## src/rtl/wb_port_arbiter.sv

```systemverilog
// rtl/wb_port_arbiter.sv - 2-port register-file writeback arbiter with late-result FIFO.
// Optional WB_ARB_BYPASS_EN: a late result arriving at an empty FIFO goes straight to a free port.
module wb_port_arbiter #(
  parameter int DATA_WIDTH = 32,
  parameter int LATE_DEPTH = 4
) (
  input  logic                       clk,
  input  logic                       rst_n,
  input  logic [1:0]                 pipe_valid_i,
  input  logic [1:0][4:0]            pipe_addr_i,
  input  logic [1:0][DATA_WIDTH-1:0] pipe_data_i,
  input  logic                       late_valid_i,
  output logic                       late_ready_o,
  input  logic [4:0]                 late_addr_i,
  input  logic [DATA_WIDTH-1:0]      late_data_i,
  output logic [1:0]                 w_en_o,
  output logic [1:0][4:0]            w_addr_o,
  output logic [1:0][DATA_WIDTH-1:0] w_data_o,
  output logic [31:0]                late_pending_o
);
  localparam int PW = $clog2(LATE_DEPTH);
  localparam int CW = PW + 1;

  logic [4:0]            fifo_addr_q [LATE_DEPTH];
  logic [DATA_WIDTH-1:0] fifo_data_q [LATE_DEPTH];
  logic [PW-1:0]         rd_ptr_q, wr_ptr_q, rd_nxt;
  logic [CW-1:0]         count_q, count_d;

  logic [1:0]                 w_en_q, w_en_d, w_late_q, w_late_d;
  logic [1:0][4:0]            w_addr_q, w_addr_d;
  logic [1:0][DATA_WIDTH-1:0] w_data_q, w_data_d;

  logic act0, act1, same, free0, free1, any_free;
  logic pop0, pop1, push, byp;
  logic [CW-1:0] n_pop;

  assign act0     = pipe_valid_i[0] && (pipe_addr_i[0] != 5'd0);
  assign act1     = pipe_valid_i[1] && (pipe_addr_i[1] != 5'd0);
  assign same     = act0 && act1 && (pipe_addr_i[0] == pipe_addr_i[1]);
  assign free0    = !act0;
  assign free1    = !act1;
  assign any_free = free0 || free1;
  assign rd_nxt   = rd_ptr_q + 1'b1;

  // Ready only looks at registered occupancy, so a full FIFO refuses even while draining.
  assign late_ready_o = (count_q != CW'(LATE_DEPTH));
  assign pop0 = (count_q != '0) && any_free;
  assign pop1 = free0 && free1 && (count_q >= CW'(2));

`ifdef WB_ARB_BYPASS_EN
  assign byp = (count_q == '0) && late_valid_i && late_ready_o && (late_addr_i != 5'd0) && any_free;
`else
  assign byp = 1'b0;
`endif

  assign push  = late_valid_i && late_ready_o && (late_addr_i != 5'd0) && !byp;
  assign n_pop = CW'(pop0) + CW'(pop1);
  assign count_d = count_q + CW'(push) - n_pop;

  always_comb begin
    w_en_d   = '0;
    w_late_d = '0;
    w_addr_d = '0;
    w_data_d = '0;
    // Port 0: lane 0 unless the younger lane overwrites the same register.
    if (act0 && !same) begin
      w_en_d[0] = 1'b1; w_addr_d[0] = pipe_addr_i[0]; w_data_d[0] = pipe_data_i[0];
    end else if (free0 && pop0) begin
      w_en_d[0] = 1'b1; w_late_d[0] = 1'b1;
      w_addr_d[0] = fifo_addr_q[rd_ptr_q]; w_data_d[0] = fifo_data_q[rd_ptr_q];
    end else if (free0 && byp) begin
      w_en_d[0] = 1'b1; w_late_d[0] = 1'b1;
      w_addr_d[0] = late_addr_i; w_data_d[0] = late_data_i;
    end
    if (act1) begin
      w_en_d[1] = 1'b1; w_addr_d[1] = pipe_addr_i[1]; w_data_d[1] = pipe_data_i[1];
    end else if (free0 && pop1) begin
      w_en_d[1] = 1'b1; w_late_d[1] = 1'b1;
      w_addr_d[1] = fifo_addr_q[rd_nxt]; w_data_d[1] = fifo_data_q[rd_nxt];
    end else if (!free0 && pop0) begin
      w_en_d[1] = 1'b1; w_late_d[1] = 1'b1;
      w_addr_d[1] = fifo_addr_q[rd_ptr_q]; w_data_d[1] = fifo_data_q[rd_ptr_q];
    end else if (!free0 && byp) begin
      w_en_d[1] = 1'b1; w_late_d[1] = 1'b1;
      w_addr_d[1] = late_addr_i; w_data_d[1] = late_data_i;
    end
  end

  always_comb begin
    late_pending_o = '0;
    for (int i = 0; i < LATE_DEPTH; i++) begin
      if (CW'(i) < count_q) late_pending_o[fifo_addr_q[rd_ptr_q + PW'(i)]] = 1'b1;
    end
    for (int p = 0; p < 2; p++) begin
      if (w_en_q[p] && w_late_q[p]) late_pending_o[w_addr_q[p]] = 1'b1;
    end
    late_pending_o[0] = 1'b0;
  end

  always_ff @(posedge clk) begin
    if (!rst_n) begin
      rd_ptr_q <= '0;
      wr_ptr_q <= '0;
      count_q  <= '0;
      w_en_q   <= '0;
      w_late_q <= '0;
      w_addr_q <= '0;
      w_data_q <= '0;
    end else begin
      rd_ptr_q <= rd_ptr_q + PW'(n_pop);
      wr_ptr_q <= wr_ptr_q + PW'(push);
      count_q  <= count_d;
      w_en_q   <= w_en_d;
      w_late_q <= w_late_d;
      w_addr_q <= w_addr_d;
      w_data_q <= w_data_d;
    end
  end

  always_ff @(posedge clk) begin
    if (push) begin
      fifo_addr_q[wr_ptr_q] <= late_addr_i;
      fifo_data_q[wr_ptr_q] <= late_data_i;
    end
  end

  assign w_en_o   = w_en_q;
  assign w_addr_o = w_addr_q;
  assign w_data_o = w_data_q;
endmodule

```

## config.mk

```make
export PLATFORM = sky130hd
export DESIGN_NAME = wb_port_arbiter
export DESIGN_NICKNAME = d
export VERILOG_FILES = /design/src/rtl/wb_port_arbiter.sv
export SDC_FILE = /design/constraint.sdc
export NUM_CORES = 1
export LEC_CHECK = 0
export CAP_MARGIN = 5
export CORE_MARGIN = 2
export CORE_UTILIZATION = 32
export CTS_CLUSTER_SIZE = 28
export DETAILED_ROUTE_END_ITERATION = 16
export MAX_ROUTING_LAYER = met4
export PLACE_DENSITY = 0.58
export SLEW_MARGIN = 15
export SYNTH_ARGS = -nofsm -noshare
export SYNTH_HDL_FRONTEND = slang
export SYNTH_SLANG_ARGS = --single-unit
```

## constraint.sdc

```tcl
create_clock -name clk -period 4.6 [get_ports clk]
set_input_delay 0.92 -clock clk [delete_from_list [all_inputs] [get_ports clk]]
set_output_delay 0.92 -clock clk [all_outputs]
set_load 0.01 [all_outputs]
```

# Word-level counts from Yosys, hierarchy flattened
# Memories as Yosys holds them, arrays and structs flattened. A register that Yosys moved wholly into a read port is not among the register bits.
# Index checks and enable logic that the tools add are counted.
# word_totals
ff_bits	85
mem_bits_rw	148
inputBits	116
out_inout_bits	109
n_memories	2
# op_classes
add_sub_neg	8
magnitude_cmp	17
n_eq_ne	2
muxes	37
n_bitwise	6
n_reduce_logical	31
# mem_list
memory	depth	width	rd	rd_ports_with_merged_regs	write_ports	line	source
fifo_data_q	4	32	2	1	1	25	logic [DATA_WIDTH-1:0] fifo_data_q [LATE_DEPTH];
fifo_addr_q	4	5	4	1	1	24	logic [4:0] fifo_addr_q [LATE_DEPTH];
# op_table
cell	count
32-bit 2-to-1 mux	11
32-bit bitwise OR	5
5-bit by 6-bit < comparator with 1-bit output (second input constant)	6
1-bit demux with 5-bit select	6
5-bit by 1-bit greater-or-equal comparator with 1-bit output (second input constant)	6
5-bit 2-to-1 mux	5
1-bit logical AND	21
5-bit nonzero test	3
1-bit 2-to-1 mux	13
1-bit by 3-bit < comparator with 1-bit output (first input constant)	2
2-bit by 3-bit < comparator with 1-bit output (first input constant)	2
5-bit == test	1
2-bit adder (second input constant)	2
2-bit 2-to-1 mux	2
2-bit OR reduction	2
3-bit by 1-bit adder with 3-bit output	1
3-bit by 2-bit greater-or-equal comparator with 1-bit output (second input constant)	1
1-bit zero test	3
3-bit != test (second input constant)	1
3-bit nonzero test	1
3-bit by 2-bit subtractor with 3-bit output	1
1-bit by 1-bit adder with 2-bit output	1
2-bit by 1-bit adder with 2-bit output	1
2-bit by 1-bit adder with 2-bit output (second input constant)	1
3 further kinds	3

# Depth between registers and ports, before layout
# An unclocked memory read counts as a cell.
# logic_depth
word_depth	16
mapped_depth	13

# Worst setup path before layout
# Ideal clock, no wire load.
# synth_timing
kind	input to register
from	in late_addr_i[2]
to	mem fifo_addr_q[1][0], enable pin
arrival_time_ps	3960
slack_ps	155
cell_stages	3
n_path_buf	0
cell_sequence	or4_1 > o211ai_1 > nor3b_1
# synth_between
elab_chain_len	4
# synth_rtl
element	line	source
start: declaration	14	input logic [4:0] late_addr_i,
5-bit nonzero test	56	assign push = late_valid_i && late_ready_o && (late_addr_i != 5'd0) && !byp;
1-bit logical AND	56	
1-bit 2-to-1 mux	121	if (push) begin
1-bit 2-to-1 mux (not written as such)	122	fifo_addr_q[wr_ptr_q] <= late_addr_i;
end: declaration	24	
# No other way between the ends.

# Worst setup path after layout
# layout_timing
from	reg rd_ptr_q[1]
to	out late_pending_o[4]
# layout_between
elab_chain_len	16
# layout_rtl
element	line	source
start: declaration	26	logic [PW-1:0] rd_ptr_q, wr_ptr_q, rd_nxt;
start signal: assignment	110	rd_ptr_q <= rd_ptr_q + PW'(n_pop);
2-bit by 1-bit adder with 2-bit output	92	if (CW'(i) < count_q) late_pending_o[fifo_addr_q[rd_ptr_q + PW'(i)]] = 1'b1;
memory read 4 x 5 bit (*)	--	
5-bit by 6-bit < comparator with 1-bit output (not written as such) / 5-bit by 1-bit greater-or-equal comparator with 1-bit output (equally long branches)	92	
1-bit logical AND (not written as such)	92	
1-bit 2-to-1 mux (not written as such)	92	
1-bit demux with 5-bit select	92	
32-bit bitwise OR (no source line)	--	
32-bit 2-to-1 mux	92	
32-bit bitwise OR (no source line)	--	
32-bit 2-to-1 mux	92	
32-bit bitwise OR (no source line)	--	
32-bit 2-to-1 mux (*)	92	
32-bit bitwise OR (no source line)	--	
32-bit 2-to-1 mux (*)	95	if (w_en_q[p] && w_late_q[p]) late_pending_o[w_addr_q[p]] = 1'b1;
32-bit bitwise OR (no source line)	--	
32-bit 2-to-1 mux (*)	95	
end: declaration	19	output logic [31:0] late_pending_o
# Mark *: on every way between the ends. The rest lies on a longest branch, timed or not.

==> out/summary.txt <==
DP HPWL = 25.0 mm
Max rail drop VDD = 0.262 mV
fin crit share = 95.2%
most frequent cells in the layout = clkdlybuf4s50_1, edfxtp_1, mux4_2, dfxtp_1, nand2_1
syn nets = 973
Ys Warns = 0
Initial Util = 32.3%
FILL cells = 3316
synth-to-layout area growth = 31.4%
initial drt markers = 680
most common cell after layout, fill and taps aside = clkdlybuf4s50_1
Worst Path Arrival = 3460 ps
Yosys cell types = 57
share of the yosys chip area belonging to registers = 53.8%
CP Launch Type = register
setup TNS = 0 ps
largest net degree at the start of global routing = 46
RePlAce Congestion = 0.973
GRT Overall Usage = 19.6%
Max Cap Viol = 0
Setup Buffers After CTS = 0
Seq cells post-synth = 233
CP max FO = 29
Hold WC Path Type = register to register
DRC viols = 0
critical path class = register to output port
Die ar. = 0.0372 mm²
Bufs and invs on worst path = 2
synthesized area per cell = 13.4 µm²
area of the mapped netlist = 0.0114 mm²
Rel. slew slack = 33.7%
pwr dens = 542 mW/mm²
clk slew on worst S/H paths = 60 ps
first-pass GRT wire length = 53.1 mm
Final #Nets = 1194
delay-heaviest family, CP = buffers and inverters
post-route ant nets = 0
CTS sink count = 233
H-tree levels = 1
status = finished, final reports clean
final setup fails = 0
max-slew violations = 0
final total power = 8.14 mW
Worst-Margin Slew = 994 ps
CTS Hold Bufs = 0
DR pass1 iterations = 5
CTS tree = done
crit end category = output port
Crit-path slowest cell = dfxtp_4
DRT Wirelength = 35.7 mm
Finished Core Util = 42.4%
Fmax achieved = 228 MHz
vias in the first global route = 8728
Die Y = 193 µm
min cycle time layout = 4380 ps
Leakage = 4.93 nW
share of layout cells above drive strength 1 = 16.7%
worst-case clock buffer depth = 3
crit-path cells = buf_4 -> mux4_2 -> nor2_1 -> a22oi_1 -> nand3_1 -> clkdlybuf4s50_1
I/O pins = 225
number of I/O port buffers = 223
initial antenna violation count = 3
FP Rows = 69
vias = 8511
WL/cell = 23.0 µm
Syn Inst Count = 850
Die W = 193 µm
Crit path required time = 3680 ps
clk_skew = 22.0 ps
Crit path largest cell delay = 610 ps
via/cell ratio = 5.48
RSZ-0062 raised after global routing = false
CTS root buffer = clkbuf_16
Core Box Area = 0.0354 mm²
Fin. Hold Viols = 0
grt ovf = 0
worst skew pair latency = 540 ps
CTS Buf Count = 25
final timing paths:
kind,cells past startpoint,startpoint,slack (ps),endpoint
max,6,rd_ptr_q[1],220,late_pending_o[4]
min,2,wr_ptr_q[1],580,wr_ptr_q[1]
max reg2reg,11,count_q[1],1690,count_q[2]
min reg2reg,2,wr_ptr_q[1],580,wr_ptr_q[1]
report_power, final:
part           leakage [nW]  internal [mW]  switching (mW)
Combinational          2.45           1.52            1.79
Clock                 0.422           1.25           0.821
Sequential             2.06           2.54           0.229
Total                  4.93           5.31            2.84
registers in the layout, summed over array words and instances (netlist names), 3 cells and up:
register and cells:
count_q 3, fifo_addr_q 20, fifo_data_q 128, w_addr_o 10, w_data_o 64
Yosys cell counts, drive strengths merged:
cell    number  area [µm²]
edfxtp     148        4440
dfxtp       85        1700
mux4        83        1870
nand2       72         270
nand3       41         205
mux2i       40         400
o21ai       39         206
buf         38         290
nor2        38         175
a22o        37         324
o22ai       31         194
a21oi       29         145
a22oi       21         158
clkbuf      18        67.6
nor2b       12        75.1
nor3        11        80.1
and2        10        62.6
nand4        8        50.1
inv          7        26.3
nand2b       7        43.8
xnor2        7        61.3
a32oi        6        52.6
ha           6        75.1
nand3b       6        45.0
nand4b       5        43.8
or2          5        33.8
or3          5        31.3
a31oi        4        25.0
nor3b        4        30.0
a41oi        3        26.3
or3b         3        26.3
or4          3        30.0
xor2         3        26.3
and3         2        12.5
o211a        2        20.0
o211ai       2        15.0
o21a         2        22.5
a221oi       1        8.76
and2b        1        7.51
conb         1        3.75
fa           1        20.0
nor4         1        6.26
o22a         1        8.76
o32ai        1        8.76
stage by stage:
stage	cell area [µm²]	instances	hold WS (ps)	setup WS [ps]
final	15000	1554	579	219
after detailed placement	14200	1505	574	499
after CTS	15000	1551	587	196
after floorplan	11400	850	525	155
after global routing	15000	1554	651	53.8
after global placement	14200	1505	578	510
routing by layer:
metal	global-route usage, %	vias up	share of wire [%]
met5	-	-	0
met4	5.30	0	2.6
met3	3.62	58	7.0
met2	31.5	351	48
met1	25.6	4273	43
li1	-	3829	-
worst register-to-register path, stage by stage, from the launching register on:
cell     delay, ps
dfxtp_1        300
buf_4          160
nor3_2         600
a21oi_1         90
ha_1           360
ha_1           280
inv_1           40
ha_1           180
fa_1           370
xnor2_1        200
xnor2_1        140
nor2_1          50
logic make-up (layout without fill, tap and decap cells):
group / Yosys count / count (layout) / share of synthesized area, %
other: 1 / 4 / 0.0328
buffers and inverters: 63 / 303 / 3.36
AND/OR/NAND/NOR: 234 / 234 / 10.7
adder cells (fa/ha/maj): 7 / 7 / 0.832
XOR/XNOR: 10 / 10 / 0.766
multiplexers: 123 / 123 / 19.9
flip-flops: 233 / 233 / 53.8
AO/OA/AOI/OAI: 179 / 179 / 10.6
timing repair:
item | 4_1_cts | 5_1_grt
gates resized for setup | 0 | 1
endpoints found under the hold margin | 0 | 0
setup endpoints to repair | 0 | 3
cell type report:
cell class	instances	area, µm²	area share (%)
Timing Repair Buffer	250	2450	16.3
Clock buffer	35	713	4.75
Tap cell	461	577	3.84
Antenna cell	3	7.51	0.0500
Multi-Input combinational cell	554	4950	33.0
Clock inverter	11	141	0.941
Inverter	7	26.3	0.175
Sequential cell	233	6150	41.0
(Power assumes the default switching activity.)
